### src/rtl/bus_timer_pkg.sv
// Shared register map and field positions for the bus_timer peripheral,
// plus the byte-lane merge used by every writable register.
package bus_timer_pkg;

    typedef enum logic [1:0] {
        REG_CTRL   = 2'd0,
        REG_LOAD   = 2'd1,
        REG_COUNT  = 2'd2,
        REG_STATUS = 2'd3
    } reg_off_e;

    localparam int unsigned CTRL_EN_BIT    = 0;
    localparam int unsigned CTRL_AUTO_BIT  = 1;
    localparam int unsigned CTRL_IE_BIT    = 2;
    localparam int unsigned STATUS_EXP_BIT = 0;

    function automatic logic [31:0] be_merge(input logic [31:0] cur,
                                             input logic [31:0] wdata,
                                             input logic [3:0]  be);
        logic [31:0] r;
        r = cur;
        for (int unsigned i = 0; i < 4; i++) begin
            if (be[i]) r[8*i +: 8] = wdata[8*i +: 8];
        end
        return r;
    endfunction

endpackage

### src/rtl/bus_timer_if.sv
// Split read/write request-grant bus used to reach the timer registers.
interface bus_timer_if;
    logic        rd_req;
    logic        rd_gnt;
    logic [31:0] rd_addr;
    logic [31:0] rd_data;
    logic        wr_req;
    logic        wr_gnt;
    logic [31:0] wr_addr;
    logic [31:0] wr_data;
    logic [3:0]  wr_be;

    modport master (
        output rd_req, rd_addr, wr_req, wr_addr, wr_data, wr_be,
        input  rd_gnt, rd_data, wr_gnt
    );

    modport slave (
        input  rd_req, rd_addr, wr_req, wr_addr, wr_data, wr_be,
        output rd_gnt, rd_data, wr_gnt
    );
endinterface

### src/rtl/bus_timer.sv
// Memory-mapped down-counting timer: prescaled tick, one-shot or auto-reload,
// write-1-to-clear expiry flag and level interrupt.
module bus_timer
    import bus_timer_pkg::*;
#(
    parameter int unsigned PRESCALE = 50
) (
    input  logic       clk,
    input  logic       rst,
    bus_timer_if.slave bus,
    output logic       irq
);

    localparam int unsigned   PW         = $clog2(PRESCALE + 1);
    localparam logic [PW-1:0] PRESC_LAST = PW'(PRESCALE - 1);

    logic          ctrl_en, ctrl_auto, ctrl_ie, exp_q;
    logic [31:0]   load_q, count_q, rd_data_q;
    logic [PW-1:0] presc_q;

    logic          ctrl_en_d, ctrl_auto_d, ctrl_ie_d, exp_d;
    logic [31:0]   load_d, count_d, rd_word, ctrl_word, ctrl_wr, status_word;
    logic [PW-1:0] presc_d;
    reg_off_e      wr_off, rd_off;
    logic          wr_any, wr_ctrl, wr_load, wr_count, wr_status;
    logic          tick, expire;
    logic          unused_addr;

    assign unused_addr = ^{bus.rd_addr[31:4], bus.rd_addr[1:0],
                           bus.wr_addr[31:4], bus.wr_addr[1:0]};

    assign bus.rd_gnt  = bus.rd_req;
    assign bus.wr_gnt  = bus.wr_req;
    assign bus.rd_data = rd_data_q;
    assign irq         = exp_q & ctrl_ie;

    assign wr_off    = reg_off_e'(bus.wr_addr[3:2]);
    assign rd_off    = reg_off_e'(bus.rd_addr[3:2]);
    assign wr_any    = bus.wr_req && (bus.wr_be != 4'b0000);
    assign wr_ctrl   = wr_any && (wr_off == REG_CTRL) && bus.wr_be[0];
    assign wr_load   = wr_any && (wr_off == REG_LOAD);
    assign wr_count  = wr_any && (wr_off == REG_COUNT);
    assign wr_status = wr_any && (wr_off == REG_STATUS) && bus.wr_be[0];

    assign tick   = ctrl_en && (presc_q == PRESC_LAST);
    assign expire = tick && (count_q == '0);

    always_comb begin
        ctrl_word                  = '0;
        ctrl_word[CTRL_EN_BIT]     = ctrl_en;
        ctrl_word[CTRL_AUTO_BIT]   = ctrl_auto;
        ctrl_word[CTRL_IE_BIT]     = ctrl_ie;
        status_word                = '0;
        status_word[STATUS_EXP_BIT] = exp_q;
        unique case (rd_off)
            REG_CTRL:   rd_word = ctrl_word;
            REG_LOAD:   rd_word = load_q;
            REG_COUNT:  rd_word = count_q;
            REG_STATUS: rd_word = status_word;
        endcase
    end

    // Priority is expressed by assignment order: later statements win.
    always_comb begin
        ctrl_wr     = be_merge(ctrl_word, bus.wr_data, bus.wr_be);
        ctrl_en_d   = ctrl_en;
        ctrl_auto_d = ctrl_auto;
        ctrl_ie_d   = ctrl_ie;
        if (expire && !ctrl_auto) ctrl_en_d = 1'b0;
        if (wr_ctrl) begin
            ctrl_en_d   = ctrl_wr[CTRL_EN_BIT];
            ctrl_auto_d = ctrl_wr[CTRL_AUTO_BIT];
            ctrl_ie_d   = ctrl_wr[CTRL_IE_BIT];
        end

        load_d = wr_load ? be_merge(load_q, bus.wr_data, bus.wr_be) : load_q;

        count_d = count_q;
        if (tick) begin
            if (count_q != '0)  count_d = count_q - 32'd1;
            else if (ctrl_auto) count_d = load_q;
        end
        if (wr_load)       count_d = load_d;
        else if (wr_count) count_d = be_merge(count_q, bus.wr_data, bus.wr_be);

        exp_d = exp_q;
        if (wr_status && bus.wr_data[STATUS_EXP_BIT]) exp_d = 1'b0;
        if (expire) exp_d = 1'b1;

        if (!ctrl_en || tick) presc_d = '0;
        else                  presc_d = presc_q + PW'(1);
    end

    always_ff @(posedge clk or posedge rst) begin
        if (rst) begin
            ctrl_en   <= 1'b0;
            ctrl_auto <= 1'b0;
            ctrl_ie   <= 1'b0;
            load_q    <= '0;
            count_q   <= '0;
            exp_q     <= 1'b0;
            presc_q   <= '0;
            rd_data_q <= '0;
        end else begin
            ctrl_en   <= ctrl_en_d;
            ctrl_auto <= ctrl_auto_d;
            ctrl_ie   <= ctrl_ie_d;
            load_q    <= load_d;
            count_q   <= count_d;
            exp_q     <= exp_d;
            presc_q   <= presc_d;
            if (bus.rd_req) rd_data_q <= rd_word;
        end
    end

endmodule

### src/flat_wrapper.sv
// flat-port wrapper written by rule: the top's interface ports become plain ports
module bus_timer_flat import bus_timer_pkg::*;
#(
    parameter int unsigned PRESCALE = 50
)
  (clk, rst, irq, bus_rd_req, bus_rd_addr, bus_wr_req, bus_wr_addr, bus_wr_data, bus_wr_be, bus_rd_gnt, bus_rd_data, bus_wr_gnt);
  bus_timer_if bus_i ();
  input  logic clk;
  input  logic rst;
  output logic irq;
  input wire logic [$bits(bus_i.rd_req)-1:0] bus_rd_req;
  input wire logic [$bits(bus_i.rd_addr)-1:0] bus_rd_addr;
  input wire logic [$bits(bus_i.wr_req)-1:0] bus_wr_req;
  input wire logic [$bits(bus_i.wr_addr)-1:0] bus_wr_addr;
  input wire logic [$bits(bus_i.wr_data)-1:0] bus_wr_data;
  input wire logic [$bits(bus_i.wr_be)-1:0] bus_wr_be;
  output wire logic [$bits(bus_i.rd_gnt)-1:0] bus_rd_gnt;
  output wire logic [$bits(bus_i.rd_data)-1:0] bus_rd_data;
  output wire logic [$bits(bus_i.wr_gnt)-1:0] bus_wr_gnt;
  assign bus_i.rd_req = bus_rd_req;
  assign bus_i.rd_addr = bus_rd_addr;
  assign bus_i.wr_req = bus_wr_req;
  assign bus_i.wr_addr = bus_wr_addr;
  assign bus_i.wr_data = bus_wr_data;
  assign bus_i.wr_be = bus_wr_be;
  assign bus_rd_gnt = bus_i.rd_gnt;
  assign bus_rd_data = bus_i.rd_data;
  assign bus_wr_gnt = bus_i.wr_gnt;
  bus_timer #(.PRESCALE(PRESCALE)) u_core (.clk(clk), .rst(rst), .bus(bus_i), .irq(irq));
endmodule
### config.mk
export PLATFORM = sky130hd
export DESIGN_NAME = bus_timer_flat
export DESIGN_NICKNAME = d
export VERILOG_FILES = /design/src/rtl/bus_timer_pkg.sv /design/src/rtl/bus_timer_if.sv /design/src/rtl/bus_timer.sv /design/src/flat_wrapper.sv
export SDC_FILE = /design/constraint.sdc
export NUM_CORES = 1
export LEC_CHECK = 0
export BUFFER_PORTS_ARGS = -buffer_cell sky130_fd_sc_hd__buf_2
export CORE_MARGIN = 1.5
export CORE_UTILIZATION = 50
export DETAILED_ROUTE_END_ITERATION = 8
export PLACE_DENSITY = 0.83
export SYNTH_ARGS = -nofsm -noshare
export SYNTH_HDL_FRONTEND = slang
export SYNTH_SLANG_ARGS = --single-unit
### constraint.sdc
create_clock -name clk -period 2.7 [get_ports clk]
set_clock_uncertainty 0.05 [all_clocks]
set_input_delay 0.135 -clock clk [delete_from_list [all_inputs] [get_ports clk]]
set_output_delay 0.135 -clock clk [all_outputs]
set_load 0.03 [all_outputs]
### Word level (Yosys, flattened, before mapping)

Index checks and enable logic that the tools add are counted.

* bits in registers: 106
* input bits: 104
* output and inout port bits: 35
* logic and storage cells: 76

* $add $sub $neg: 2
* eq/ne operators: 12
* muxes and demuxes: 21
* bitwise gates (word level): 1
* reductions and logical operators: 29

Operators with widths (count)
* $mux 32: 6
* $pmux 32 s4: 1
* $mux 8: 8
* $logic_not 32->1: 1
* $reduce_bool 32->1: 1
* $sub 32x1->32 const B: 1
* $ne 3x2->1 const B: 4
* $reduce_and 3->1: 4
* $logic_and 1x1->1: 11
* $eq 2x2->1 const B: 4
* $reduce_bool 4->1: 2
* $add 6x1->6 const B: 1
* $eq 6x6->1 const B: 1
* $mux 6: 1
* $mux 1: 5
* $eq 2x1->1 const B: 2
* $logic_not 2->1: 2
* $reduce_and 2->1: 2
* $reduce_bool 2->1: 2
* $reduce_bool 3->1: 1
* $logic_not 1->1: 2
* $ne 2x2->1 const B: 1
* $and 1x1->1: 1
* $logic_or 1x1->1: 1

### Depth between registers and ports, before layout

* depth after elaboration: 7
* gate-level depth with buffers: 10
* depth with buffers taken out: 8

### Least setup slack after synthesis

Ideal clock, no wire load.

* path kind: reg2reg
* start point: register u_core.count_q[6]
* end point: register u_core.count_q[22]
* setup time: 0.126 ns
* data arrival time: 2.271 ns
* required time: 2.524 ns
* setup slack: 0.253 ns
* cell stages (with the launch flop): 8
* path buffers: 1
* clock period less this slack: 2.447 ns
* cell sequence: dfrtp_1 > nor4_4 > nand4_2 > or4_1 > buf_6 > o211ai_4 > nor2_2 > a221o_1

* word-level cells in the longest chain between the ends: 5
* elaborated cells on any way between the ends: 8
* those cells by class: add/sub (1); mux (4); reduce/logical (3)

Ends and longest elaborated chain
* from (decl): RTL line bus_timer.sv:18 `logic [31:0] load_q, count_q, rd_data_q;`
* from (signal assigned): RTL line bus_timer.sv:109 `count_q <= count_d;`
* $sub 32x1->32 or $reduce_bool 32->1 (tied branches): RTL line bus_timer.sv:80 `if (count_q != '0) count_d = count_q - 32'd1;`
* $mux 32: RTL line bus_timer.sv:80
* $mux 32: RTL line bus_timer.sv:79 `if (tick) begin`
* $mux 32: RTL line bus_timer.sv:84 `else if (wr_count) count_d = be_merge(count_q, bus.wr_data, bus.wr_be);`
* $mux 32: RTL line bus_timer.sv:83 `if (wr_load) count_d = load_d;`

Parallel ways exist; a longest one is shown, timed or not. The select of a mux whose other input is x is not followed.
A chain may end at the register's enable or synchronous reset.

### Final worst setup path

* start point: register u_core.count_q[0]
* end point: register u_core.count_q[0]

The elaborated chain is that of the path after synthesis.

==> flow_summary_export.csv <==
group,metric,value,unit
yosys,postSynthRegisterBits,106,
yosys,synth.net_count,803,
timing,transition_time_of_the_tightest_slew_check_pin,0.7374,ns
final_layout,num_antenna_cells,0,
yosys,syn_area_per_cell,9.430,um2
final_layout,syn2layout_area_growth,20.69,%
floorplan,core_box_area,12720,um2
floorplan,dieWidth,117.5,um
floorplan,io-pin-count,139,
power_and_ir_drop,max_rail_drop_vdd,0.6435,mV
yosys,yosysSeqAreaShare,0.4047,
worst_setup_path,reg2reg_slack,0.15,ns
timing,final_hold_viol_count,0,
worst_hold_path,min_path_cells,2,
yosys,yosys.cell_types.count,79,
global_route,grt_overflow,0,
global_route,largest_net_degree_at_the_start_of_global_routing,61,
floorplan,design.die.area,13800,um2
worst_setup_path,worst_ep_arrival_time,2.75,ns
floorplan,initial_utilization,0.5151,
status,outcome,"completed",
yosys,synthCells,695,
yosys,ys.warnings.count,0,
yosys,synth_simple_gate_area_share,0.1823,
cts,clkTransAtPathRegs,0.07,ns
detailed_routing,vias_per_cell,6.280,
detailed_routing,drt_iter0_markers,601,
power_and_ir_drop,switching_share,0.3791,
power_and_ir_drop,power.total,0.005786,W
yosys,synth-compound-area-share,0.2323,
global_route,global_route.usage.total,0.2734,
power_and_ir_drop,power.sequential.fraction,0.422,
global_route,grt_pass1_vias,5859,
power_and_ir_drop,power.share.combinational,0.343,
final_layout,final_net_count,916,
worst_setup_path,critPathKind,"flop to flop",
detailed_routing,number_of_nets_with_antenna_violations_after_routing,0,
cts,cts_root_buf,"sky130_fd_sc_hd__clkbuf_16",
cts,clock_sink_count,106,
yosys,synth_ff_type,"sky130_fd_sc_hd__dfrtp_1",
detailed_routing,dr_pass1_iterations,7,
detailed_routing,detailroute.via_count,6186,
timing,maxClockFrequency,392.8,MHz
floorplan,num_rows,41,
run,timing.max_cap.violations,0,
yosys,post_synth_instance_area,6554,um2
worst_hold_path,timing.hold.worst.start,"bus_wr_data[13]",
power_and_ir_drop,netSwitchingPower,0.002193,W
detailed_routing,post-route-drc-count,0,
cts,worst_skew_pair_latency,0.37,ns
yosys,synthAdderAreaFrac,0.007637,
floorplan,die_y,117.5,um
cts,cts-buffers-inserted,9,
timing,layout_worst_path_cycle_share,0.9430,
timing,rsz_0062_raised_after_global_routing,"false",
timing,drv_slew,0,
detailed_routing,routed_wirelength,18800,um
timing,setup_viol,0,
power_and_ir_drop,power_report.internal_total,0.003593,W
yosys,muxShareOfSynthArea,0.1079,
power_and_ir_drop,p_leak,3.439,nW
yosys,synth_edf_count,0,
worst_setup_path,r2r_start,"u_core.count_q[0]$_DFFE_PP0P_",
worst_hold_path,worstHoldEndpoint,"u_core.load_q[13]$_DFF_PP0_",
timing,fin_tns_setup,0,ns
cts,clock_tree_buf_depth,2,
placement,globalplace.congestion,0.9222,
worst_setup_path,capturing_element_type_of_the_critical_path,"flop",
detailed_routing,post_dr_wirelength_cell,19.08,um
yosys,synth_xor_xnor_area_share,0.01737,
worst_setup_path,cp-start-kind,"flop",
yosys,synth_top_family_by_area,"compound AO/OA/AOI/OAI gates",
cts,tritoncts,"built",
cts,post-cts-setup-buffer-count,0,
worst_setup_path,r2r_cell_count,8,
global_route,grt_first_pass_wirelength,30290,um
global_route,antenna_violations_before_repair,0,
worst_setup_path,critical_path.max_fanout,11,
placement,place_hpwl,13340,um
placement,count_of_port_buffers_added_during_placement,78,
worst_setup_path,worstReg2RegEnd,"u_core.count_q[0]$_DFFE_PP0P_",
cts,htree_num_levels,3,
final_layout,drive_gt1_frac,0.2632,
power_and_ir_drop,p_per_area,731.5,nW/um2
timing,slew_headroom,0.5069,
yosys,async_reset_ff_frac,1.000,
worst_hold_path,min_path_type,"input pin to flop",
power_and_ir_drop,pwr-share-clk,0.235,
timing,time_the_worst_path_needs_with_i_o_delays_and_setup,2.546,ns
final_layout,fillers,1105,
worst_setup_path,cp_data_required_time,2.90,ns
## synth_stat cells (all sizes together) (8+ instances only)
cell,instances,area [um2]
a211oi,8,60.06
a21oi,57,285.3
a22o,9,78.83
a22oi,30,225.2
a31oi,8,50.05
buf,18,125.1
clkbuf,36,135.1
dfrtp,106,2653
inv,14,52.55
mux2,43,484.2
mux2i,20,200.2
nand2,46,172.7
nand3,13,70.07
nand4,12,81.33
nor2,70,265.3
nor3,24,130.1
nor4,15,121.4
o21ai,29,145.1
o22ai,9,56.30
o31ai,8,60.06
xnor2,8,70.07
## per-stage QoR
step,hold WS (ns),instance area [um2],std cells,utilization,setup slack [ns]
after floorplan,0.2018,6558,695,-,0.2534
after detailed placement,0.1382,7328,942,0.5760,0.01268
after global routing,0.01157,7910,985,0.6218,0.01210
after CTS,0.0008912,7904,985,0.6213,0.07490
after global placement,0.1344,7328,942,0.5760,0.09298
final,0.01585,7910,985,0.6218,0.1540
## state kept, by name, summed over array words and instances (netlist names)
| name | cells |
|---|---|
| u_core.bus.rd_data | 32 |
| u_core.count_q | 32 |
| u_core.load_q | 32 |
| u_core.presc_q | 6 |
| u_core.ctrl_auto | 1 |
| u_core.ctrl_en | 1 |
| u_core.ctrl_ie | 1 |
| u_core.exp_q | 1 |
## power by group through the flow
stage / sequential [W] / clock [W] / combinational (W)
finish: 0.00244 / 0.00136 / 0.00198
global route: 0.00249 / 0.00144 / 0.00216
CTS: 0.00242 / 0.00139 / 0.00197
detailed placement: 0.00245 / 0 / 0.00192
global placement: 0.00243 / 0 / 0.00187
floorplan: 0.00246 / 0 / 0.00125
## worst max-delay path, cell delays in order (launching register included)
cell and delay (ns):
sky130_fd_sc_hd__dfrtp_1 0.38, sky130_fd_sc_hd__inv_1 0.12, sky130_fd_sc_hd__ha_1 0.20, sky130_fd_sc_hd__nor4b_2 0.31
sky130_fd_sc_hd__nand4_2 0.16, sky130_fd_sc_hd__or4_4 0.64, sky130_fd_sc_hd__o211ai_4 0.20, sky130_fd_sc_hd__a211oi_1 0.09
sky130_fd_sc_hd__a211o_1 0.28
## what timing repair did
item | in CTS | in global routing
resized for setup | 1 | 2
endpoints found under the hold margin | 47 | 0
endpoints found under the setup margin | 1 | 5
hold buffers | 27 | 0
## layout by cell type (no fill, tap or decap), types with 4 or more instances in the layout
master                          count
sky130_fd_sc_hd__nor2_1            69
sky130_fd_sc_hd__o22ai_1            9
sky130_fd_sc_hd__buf_4             48
sky130_fd_sc_hd__xnor2_1            8
sky130_fd_sc_hd__nor4b_1            4
sky130_fd_sc_hd__a22o_1             9
sky130_fd_sc_hd__o41ai_1            4
sky130_fd_sc_hd__nand4_1           11
sky130_fd_sc_hd__o21ai_0           26
sky130_fd_sc_hd__mux2_2            43
sky130_fd_sc_hd__inv_1             13
sky130_fd_sc_hd__xor2_1             5
sky130_fd_sc_hd__dfrtp_1          106
sky130_fd_sc_hd__nand3_1           11
sky130_fd_sc_hd__clkbuf_16          9
sky130_fd_sc_hd__nand2_1           46
sky130_fd_sc_hd__a22oi_1           30
sky130_fd_sc_hd__dlygate4sd3_1     27
sky130_fd_sc_hd__buf_2             78
sky130_fd_sc_hd__mux2i_1           20
sky130_fd_sc_hd__nor4_1            12
sky130_fd_sc_hd__and2_1             5
sky130_fd_sc_hd__o31ai_1            8
sky130_fd_sc_hd__nor3_1            22
sky130_fd_sc_hd__nand4b_1           5
sky130_fd_sc_hd__a21o_1             4
sky130_fd_sc_hd__a31oi_1            8
sky130_fd_sc_hd__ha_1               4
sky130_fd_sc_hd__o2bb2ai_1          4
sky130_fd_sc_hd__a211oi_1           8
sky130_fd_sc_hd__a21oi_1           57
sky130_fd_sc_hd__a32o_1             6
## per-layer routing
metal | up-vias | track usage | routed length, um
li1 | 2855 | - | -
met1 | 2976 | 0.3770 | 7937
met2 | 315 | 0.4338 | 8966
met3 | 40 | 0.03682 | 1421
met4 | 0 | 0.1197 | 470
met5 | - | 0 | 0
## worst max path at each step
stage / to / startpoint / depth (start not counted)
final: u_core.count_q[0]$_DFFE_PP0P_ / u_core.count_q[0]$_DFFE_PP0P_ / 8
after global routing: u_core.count_q[6]$_DFFE_PP0P_ / u_core.count_q[0]$_DFFE_PP0P_ / 9
after CTS: u_core.count_q[4]$_DFFE_PP0P_ / u_core.count_q[0]$_DFFE_PP0P_ / 9
after detailed placement: u_core.count_q[27]$_DFFE_PP0P_ / u_core.count_q[0]$_DFFE_PP0P_ / 8
after global placement: u_core.count_q[0]$_DFFE_PP0P_ / u_core.count_q[0]$_DFFE_PP0P_ / 8
after floorplan: u_core.count_q[22]$_DFFE_PP0P_ / u_core.count_q[6]$_DFFE_PP0P_ / 7
## kinds of logic after synthesis
logic type / after synthesis
compound gates: 214
simple gates: 226
fa+ha+maj: 4
buf+inv: 68
mux: 64
flops: 106
xor+xnor: 13
## layout make-up
| type | count | area, um2 | area share |
|---|---|---|---|
| tap | 172 | 215.2 | 0.02721 |
| clock buffer | 9 | 225.2 | 0.02847 |
| timing repair buffer | 156 | 1081 | 0.1367 |
| inverter | 14 | 56.30 | 0.007118 |
| multi-input combinational | 521 | 3603 | 0.4556 |
| sequential | 106 | 2653 | 0.3353 |
| clock inverter | 7 | 76.32 | 0.009649 |
(Power assumes the default switching activity.)
